<file path="src/rtl/rr_arbiter_pkg.sv">
`default_nettype none
// ============================================================================
// Module   : rr_arbiter_pkg
// Brief    : Shared constants and configuration helper for the round-robin arbiter.
// Revision : 1.0
// ============================================================================
package rr_arbiter_pkg;

  localparam int c_default_width = 6;
  localparam int c_max_width     = 64;
  localparam logic [c_default_width-1:0] c_default_base_init = 6'b000001;

  // True when exactly one of the low 'width' bits of vec is set.
  function automatic bit onehot_check(input logic [c_max_width-1:0] vec, input int width);
    int ones;
    ones = 0;
    for (int i = 0; i < c_max_width; i++) begin
      if (i < width && vec[i]) ones++;
    end
    return (ones == 1);
  endfunction

endpackage
`default_nettype wire

</file>
<file path="src/rtl/rr_arbiter_if.sv">
`default_nettype none
// ============================================================================
// Module   : rr_arbiter_if
// Brief    : Request/grant bundle between parser requesters and the arbiter.
// Revision : 1.0
// ============================================================================
interface rr_arbiter_if
  import rr_arbiter_pkg::*;
#(
  parameter int WIDTH = c_default_width
) ();

  logic [WIDTH-1:0] req;
  logic             advance;
  logic [WIDTH-1:0] grant;
  logic             grant_valid;
  logic [WIDTH-1:0] base;

  modport master (
    output req,
    output advance,
    input  grant,
    input  grant_valid,
    input  base
  );

  modport slave (
    input  req,
    input  advance,
    output grant,
    output grant_valid,
    output base
  );

endinterface
`default_nettype wire

</file>
<file path="src/rtl/rr_pick.sv">
`default_nettype none
// ============================================================================
// Module   : rr_pick
// Brief    : Combinational round-robin pick: first set req at or above base, wrapping.
// Revision : 1.0
// ============================================================================
module rr_pick
  import rr_arbiter_pkg::*;
#(
  parameter int WIDTH = c_default_width
) (
  input  logic [WIDTH-1:0] req,
  input  logic [WIDTH-1:0] base,
  output logic [WIDTH-1:0] grant
);

  logic [2*WIDTH-1:0] w_dreq;
  logic [2*WIDTH-1:0] w_dg;

  // The borrow from subtracting base clears the first set request at or above
  // base; the doubled copy lets that search wrap past the MSB.
  assign w_dreq = {req, req};
  assign w_dg   = w_dreq & ~(w_dreq - {{WIDTH{1'b0}}, base});
  assign grant  = w_dg[WIDTH-1:0] | w_dg[2*WIDTH-1:WIDTH];

endmodule
`default_nettype wire

</file>
<file path="src/rtl/rr_arbiter.sv">
`default_nettype none
// ============================================================================
// Module   : rr_arbiter
// Brief    : Round-robin arbiter with one-hot priority pointer updated on advance.
// Revision : 1.0
// ============================================================================
module rr_arbiter
  import rr_arbiter_pkg::*;
#(
  parameter int               WIDTH     = c_default_width,
  parameter logic [WIDTH-1:0] BASE_INIT = {{(WIDTH-1){1'b0}}, 1'b1}
) (
  input  logic       clk,
  input  logic       rst,
  rr_arbiter_if.slave arb
);

  logic [WIDTH-1:0] r_base;
  logic [WIDTH-1:0] w_grant;
  logic             w_any_req;

  rr_pick #(
    .WIDTH (WIDTH)
  ) u_pick (
    .req   (arb.req),
    .base  (r_base),
    .grant (w_grant)
  );

  assign w_any_req = |arb.req;

  // The granted requester becomes the new pointer, so it keeps top priority
  // for as long as it stays ready.
  always_ff @(posedge clk or posedge rst) begin
    if (rst) begin
      r_base <= BASE_INIT;
    end else if (arb.advance && w_any_req) begin
      r_base <= w_grant;
    end
  end

  always_ff @(posedge clk) begin : p_cfg_check
    assert (onehot_check(c_max_width'(BASE_INIT), WIDTH))
      else $error("rr_arbiter: BASE_INIT %b is not one-hot", BASE_INIT);
  end

  assign arb.grant       = w_grant;
  assign arb.grant_valid = w_any_req;
  assign arb.base        = r_base;

endmodule
`default_nettype wire

</file>
<file path="src/flat_wrapper.sv">
// flat-port wrapper written by rule: the top's interface ports become plain ports
module rr_arbiter_flat import rr_arbiter_pkg::*;
#(
  parameter int               WIDTH     = c_default_width,
  parameter logic [WIDTH-1:0] BASE_INIT = {{(WIDTH-1){1'b0}}, 1'b1}
)
  (clk, rst, arb_req, arb_advance, arb_grant, arb_grant_valid, arb_base);
  rr_arbiter_if #(.WIDTH(WIDTH)) arb_i ();
  input  logic clk;
  input  logic rst;
  input wire logic [$bits(arb_i.req)-1:0] arb_req;
  input wire logic [$bits(arb_i.advance)-1:0] arb_advance;
  output wire logic [$bits(arb_i.grant)-1:0] arb_grant;
  output wire logic [$bits(arb_i.grant_valid)-1:0] arb_grant_valid;
  output wire logic [$bits(arb_i.base)-1:0] arb_base;
  assign arb_i.req = arb_req;
  assign arb_i.advance = arb_advance;
  assign arb_grant = arb_i.grant;
  assign arb_grant_valid = arb_i.grant_valid;
  assign arb_base = arb_i.base;
  rr_arbiter #(.WIDTH(WIDTH), .BASE_INIT(BASE_INIT)) u_core (.clk(clk), .rst(rst), .arb(arb_i));
endmodule
</file>
<file path="config.mk">
export PLATFORM = sky130hd
export DESIGN_NAME = rr_arbiter_flat
export DESIGN_NICKNAME = d
export VERILOG_FILES = /design/src/rtl/rr_arbiter_pkg.sv /design/src/rtl/rr_arbiter_if.sv /design/src/rtl/rr_pick.sv /design/src/rtl/rr_arbiter.sv /design/src/flat_wrapper.sv
export SDC_FILE = /design/constraint.sdc
export NUM_CORES = 1
export LEC_CHECK = 0
export CORE_UTILIZATION = 43
export DETAILED_ROUTE_END_ITERATION = 8
export GPL_TIMING_DRIVEN = 0
export PLACE_DENSITY = 0.77
export SETUP_SLACK_MARGIN = 0.4
export SLEW_MARGIN = 25
export SYNTH_ARGS = -nofsm -noshare
export SYNTH_HDL_FRONTEND = slang
export SYNTH_HIERARCHICAL = 1
export SYNTH_SLANG_ARGS = --single-unit
</file>
<file path="constraint.sdc">
create_clock -name clk -period 4.05 [get_ports clk]
set_input_delay 1.215 -clock clk [delete_from_list [all_inputs] [get_ports clk]]
set_output_delay 1.215 -clock clk [all_outputs]
set_load 0.005 [all_outputs]
</file>
# Yosys cells after proc, flatten, opt, wreduce, memory -nomap -nowiden
# Cells that the tools add are included.
dict set report totals {
  elab_cells 7
  input_bits 9
  reg_bits 6
  output_inout_bits 13
}
dict set report classes {
  n_addsub 1
  reduce_logical 2
  bitwise_logic 3
}
# operator count
set op_table {}
lappend op_table {{$and A12 B12 Y12} 1}
lappend op_table {{$not A12 Y12} 1}
lappend op_table {{$sub A12 B6 Y12} 1}
lappend op_table {{$or A6 B6 Y6} 1}
lappend op_table {{$reduce_or A6 Y1} 1}
lappend op_table {{$logic_and A1 B1 Y1} 1}

# Longest topological paths before layout
dict set report logic_depth {
  depth_word 4
  mapped_depth 8
  ltp_nobuf 8
}

# Cells and area by module
# Netlist, hierarchy kept.
# module n_inst cells_each area_per_inst_um2
set modules_own_cells {}
lappend modules_own_cells {rr_pick 1 53 351.6}
lappend modules_own_cells {rr_arbiter 1 16 262.8}

# Least setup slack after synthesis
# Ideal clock, no wire load.
dict set report synth_path {
  path_type {input-to-output}
  from {in arb_req[1]}
  to {out arb_grant[2]}
  path_buffers 0
  path_slack_ns 0.395
  t_arrival_ns 2.440
  required_time_ns 2.835
  cell_stages 7
  path_cell_list {inv_1 -> fa_1 -> and2b_1 -> o21ai_1 -> a21oi_1 -> a21oi_1 -> a41o_1}
}
dict set report synth_via {
  elab_chain_cells 4
}
# item line_no
set synth_lines {}
lappend synth_lines {{start, declared} flat_wrapper.sv:11} ;# input wire logic [$bits(arb_i.req)-1:0] arb_req;
lappend synth_lines {{$sub A12 B6 Y12} rr_pick.sv:23} ;# assign w_dg = w_dreq & ~(w_dreq - {{WIDTH{1'b0}}, base});
lappend synth_lines {{$not A12 Y12} rr_pick.sv:23}
lappend synth_lines {{$and A12 B12 Y12} rr_pick.sv:23}
lappend synth_lines {{$or A6 B6 Y6} rr_pick.sv:24} ;# assign grant = w_dg[WIDTH-1:0] | w_dg[2*WIDTH-1:WIDTH];
lappend synth_lines {{end, declared} flat_wrapper.sv:13} ;# output wire logic [$bits(arb_i.grant)-1:0] arb_grant;
# No other way between the ends.

# Worst setup path in the final report
dict set report layout_path {
  from {in arb_req[0]}
  to {out arb_grant[0]}
}
dict set report layout_via {
  elab_chain_cells 4
}
# item line_no
set layout_lines {}
lappend layout_lines {{$sub A12 B6 Y12} rr_pick.sv:23}
lappend layout_lines {{$not A12 Y12} rr_pick.sv:23}
lappend layout_lines {{$and A12 B12 Y12 (*)} rr_pick.sv:23}
lappend layout_lines {{$or A6 B6 Y6 (*)} rr_pick.sv:24}
# Mark *: on every way between the ends. The rest lies on a longest branch, timed or not.

==> results.env <==
SETUP.WORST_PATH.CLASS='input port to output pin'
COMMONEST_CELLS_AFTER_ROUTING_FILL_AND_TAPS_ASIDE='buf_4, clkdlybuf4s50_1, buf_2, inv_1, mux2_2'
WORST_SLACK_NS=0.1267
MAX_FREQ_GHz=0.2549
GRTUSAGEMET3_PCT=5.682
SEQUENTIAL_CELL_AREA_FRACTION_IN_THE_YOSYS_REPORT_PCT=24.64
YS_TOP_CELLS_BY_AREA='dfrtp_1, mux2_2, ha_1'
FINAL_COMMON_CELL='buf_4'
SYN_INST=69
FINAL_MAX_SLEW_VIOL_COUNT=0
CRIT_REQUIRED_NS=2.83
CRITICAL-PATH-MAX-STAGE-DELAY_NS=0.39
DIE-HEIGHT_UM=39.80
REPORT.POWER.TOTAL_uW=793.1
NETLIST-CELL-TYPE-COUNT=32
SETUP-VIOLATIONS-FINAL=0
LEAKAGE_uW=0.0004782
PORTBUFFERS=21
YS.FLOP_TYPE='dfrtp_1'
FINALSETUPTNS_NS=0
PLACED_CELLS_INCL_TAPS=105
CRITICAL_PATH.SLOWEST_CELL='fa_2'
CTS_INSERTED_BUFFERS=3
CLOCK_INSERTION_DELAY_WORST_SKEW_NS=0.25
MET2_USAGE_PCT=47.54
TRITONCTS='yes'
CRITPATHLAUNCHTYPE='input port'
SYNTH_AREA_UM2=614.3
RUN_STATUS='finished clean'
GRT_FIRST_PASS_WIRELENGTH_UM=3084
FINALWEIGHTEDCONGESTION=0.7994
CELL_COUNT_FINAL_FILLERS_OUT=125
TIMING.HOLD.WORST.CLASS='register to register'
DETAIL-ROUTE-ANTENNA-NETS=0
P_PER_AREA_nW_PER_UM2=703.5
CTS.REPORTEDPATHS.CLKPINSLEW_NS=0.04
FINALNETCOUNT=126
START_UTIL_PCT=46.63
PATH_MAX_FANOUT=2
ANTENNA_VIOLATIONS_BEFORE_REPAIR=0
SYNTH.FF_LATCH_COUNT=6
SYNTH.NET_COUNT=84
SYNTH_EDF_COUNT=0
FINALWIRELENGTH_UM=2287
STD_CELL_ROWS=13
CTS.HOLD.BUFFERS_ADDED=0
AVGSYNTHCELLAREA_UM2=8.903
NUMBER_OF_GLOBAL_ROUTE_VIAS_BEFORE_REPAIR=724
ANTENNADIODECOUNT=0
SLEW_HEADROOM_PCT=73.65
FINAL.MIN_CLOCK_PERIOD_NS=3.923
PIN_COUNT_OF_THE_BIGGEST_NET_ENTERING_GLOBAL_ROUTING=8
VIA_COUNT=772
GRT_USE_MET1_PCT=35.07
POSTSYNTH.ASYNCRESETSHARE_PCT=100.0
FIRSTDRTPASSITERS=4
FIN_SKEW_NS=0.007185
POST-ROUTE-DRC-COUNT=0
MAXCAPVIOLCOUNT=0
TOTAL_CONGESTION_OVERFLOW=0
POST_DRT_VIA_CELL_RATIO=6.176
HOLD_VIOL=0
CP.ARRIVAL_NS=2.71
WORST_SLEW_PIN_SLEW_NS=0.3953
SYNTH_TOP_AREA_SHARE_PCT=20.37
CORE_AREA_UM2=1318
GR-USAGE-ALL-LAYERS_PCT=30.69
YOSYS_WARNING_TOTAL=6
NETLIST.TOP_CELL.BY_AREA='dfrtp_1'
CTS_HTREE_LEVELS=1
DETAILEDROUTE.FIRSTITERATIONVIOLATIONS=15
AVGROUTEDWIREPERCELL_UM=18.30
CRIT_PATH_END_KIND='output pin'
DIEAREA_UM2=1584
LARGEST_REGISTER_FFS=6
CHIPWIDTH_UM=39.80
PLACE_WORST_SETUP_SLACK_NS=-0.8314
VDD_IR_DROP_MAX_V=0.0004304
CLOCK_PATH_BUFFERS=2
CTS.ROOT.BUFFER_CELL='clkbuf_4'
CP_CELL_SEQUENCE='buf_8 -> nor2b_4 -> fa_2 -> and2b_1 -> o21ai_2 -> a21oi_2 -> buf_4 -> a211oi_2 -> o21a_1 -> buf_2'
GRT.BUSIEST_LAYER='met2'
AREA_GROWTH_SYN_TO_LAYOUT_PCT=83.50
LAYOUT_WORST_PATH_CYCLE_SHARE_PCT=96.87
PLACE_HPWL_UM=1130
RSZ0062_AT_GRT='yes'
FRACTION_OF_LAYOUT_INSTANCES_USING_A_DRIVE_STRENGTH_ABOVE_1_PCT=60.91
TRITONCTS_NUM_SINKS=6
BOUNDARYPINS=22
-- layer usage --
metal	vias to the layer above	wire (µm)	share of wire (%)
li1	338	-	-
met1	361	881	39
met2	57	1146	50
met3	16	186	8.1
met4	0	73	3.2
met5	-	0	0
-- repair_timing --
item / in CTS / in global routing
endpoints found under the setup margin: 7 / 6
resized for setup: 85 / 6
setup buffers: 12 / 4
pin swaps: 23 / 7
-- cells in the mapped netlist, drive strengths merged (2+ instances only) --
| master | n |
|---|---|
| mux2 | 6 |
| a211oi | 3 |
| ha | 5 |
| dfrtp | 5 |
| nor4 | 2 |
| a21oi | 4 |
| nor2 | 4 |
| o21a | 3 |
| inv | 9 |
| nor2b | 2 |
| nand2 | 6 |
| xnor2 | 2 |
| o21ai | 3 |
-- path summary, 6_finish.rpt --
path	slack, ns	start	cells past startpoint	endpoint
max	0.13	arb_req[0]	10	arb_grant[0]
min	0.55	u_core/arb.base[4]	1	u_core/arb.base[4]
max reg2reg	1.87	u_core/arb.base[0]	9	u_core/arb.base[2]
min reg2reg	0.55	u_core/arb.base[4]	1	u_core/arb.base[4]
max in group asynchronous	2.61	rst	2	u_core/arb.base[0]
min in group asynchronous	1.17	rst	2	u_core/arb.base[1]
-- per-stage QoR --
step	hold slack (ns)	util, %	area (µm²)
finish	0.5527	85.57	1127
global route	0.5732	85.57	1127
CTS	0.5378	83.10	1095
detailed placement	0.5275	64.01	843.3
global placement	0.5174	64.01	843.3
floorplan	0.5267	-	614.3
-- where the power goes --
group	internal [µW]	switching, µW	total (µW)
Clock	37.4	23.2	60.6
Sequential	89.6	25.2	115
Combinational	333	284	618
Total	460	333	793
-- layout make-up --
cell class / count / area (µm²)
Sequential cell: 6 / 151.4
Clock buffer: 4 / 26.28
Timing Repair Buffer: 37 / 314.1
Inverter: 9 / 36.28
Multi-Input combinational cell: 54 / 580.6
Fill cell: 68 / 190.2
Tap cell: 15 / 18.77
-- cell families (layout without fill, tap and decap cells) --
kind of cell               count (synthesis)  after routing  share of synthesized area [%]
and+or+nand+nor                           21             21                          18.74
adders and majority gates                  6              6                          13.44
xor gates and xnor gates                   2              2                          2.852
muxes                                      6              6                          11.00
AOI/OAI and AO/OA                         19             19                          23.83
buffers and inverters                      9             50                          5.499
DFF                                        6              6                          24.64
-- worst max-delay path, delay by kind of cell --
kind                       cells  cell delay, ns
buffers and inverters          3            0.34
AOI/OAI and AO/OA              4            0.46
and+or+nand+nor                2            0.30
adders and majority gates      1            0.39
(Power assumes the default switching activity.)
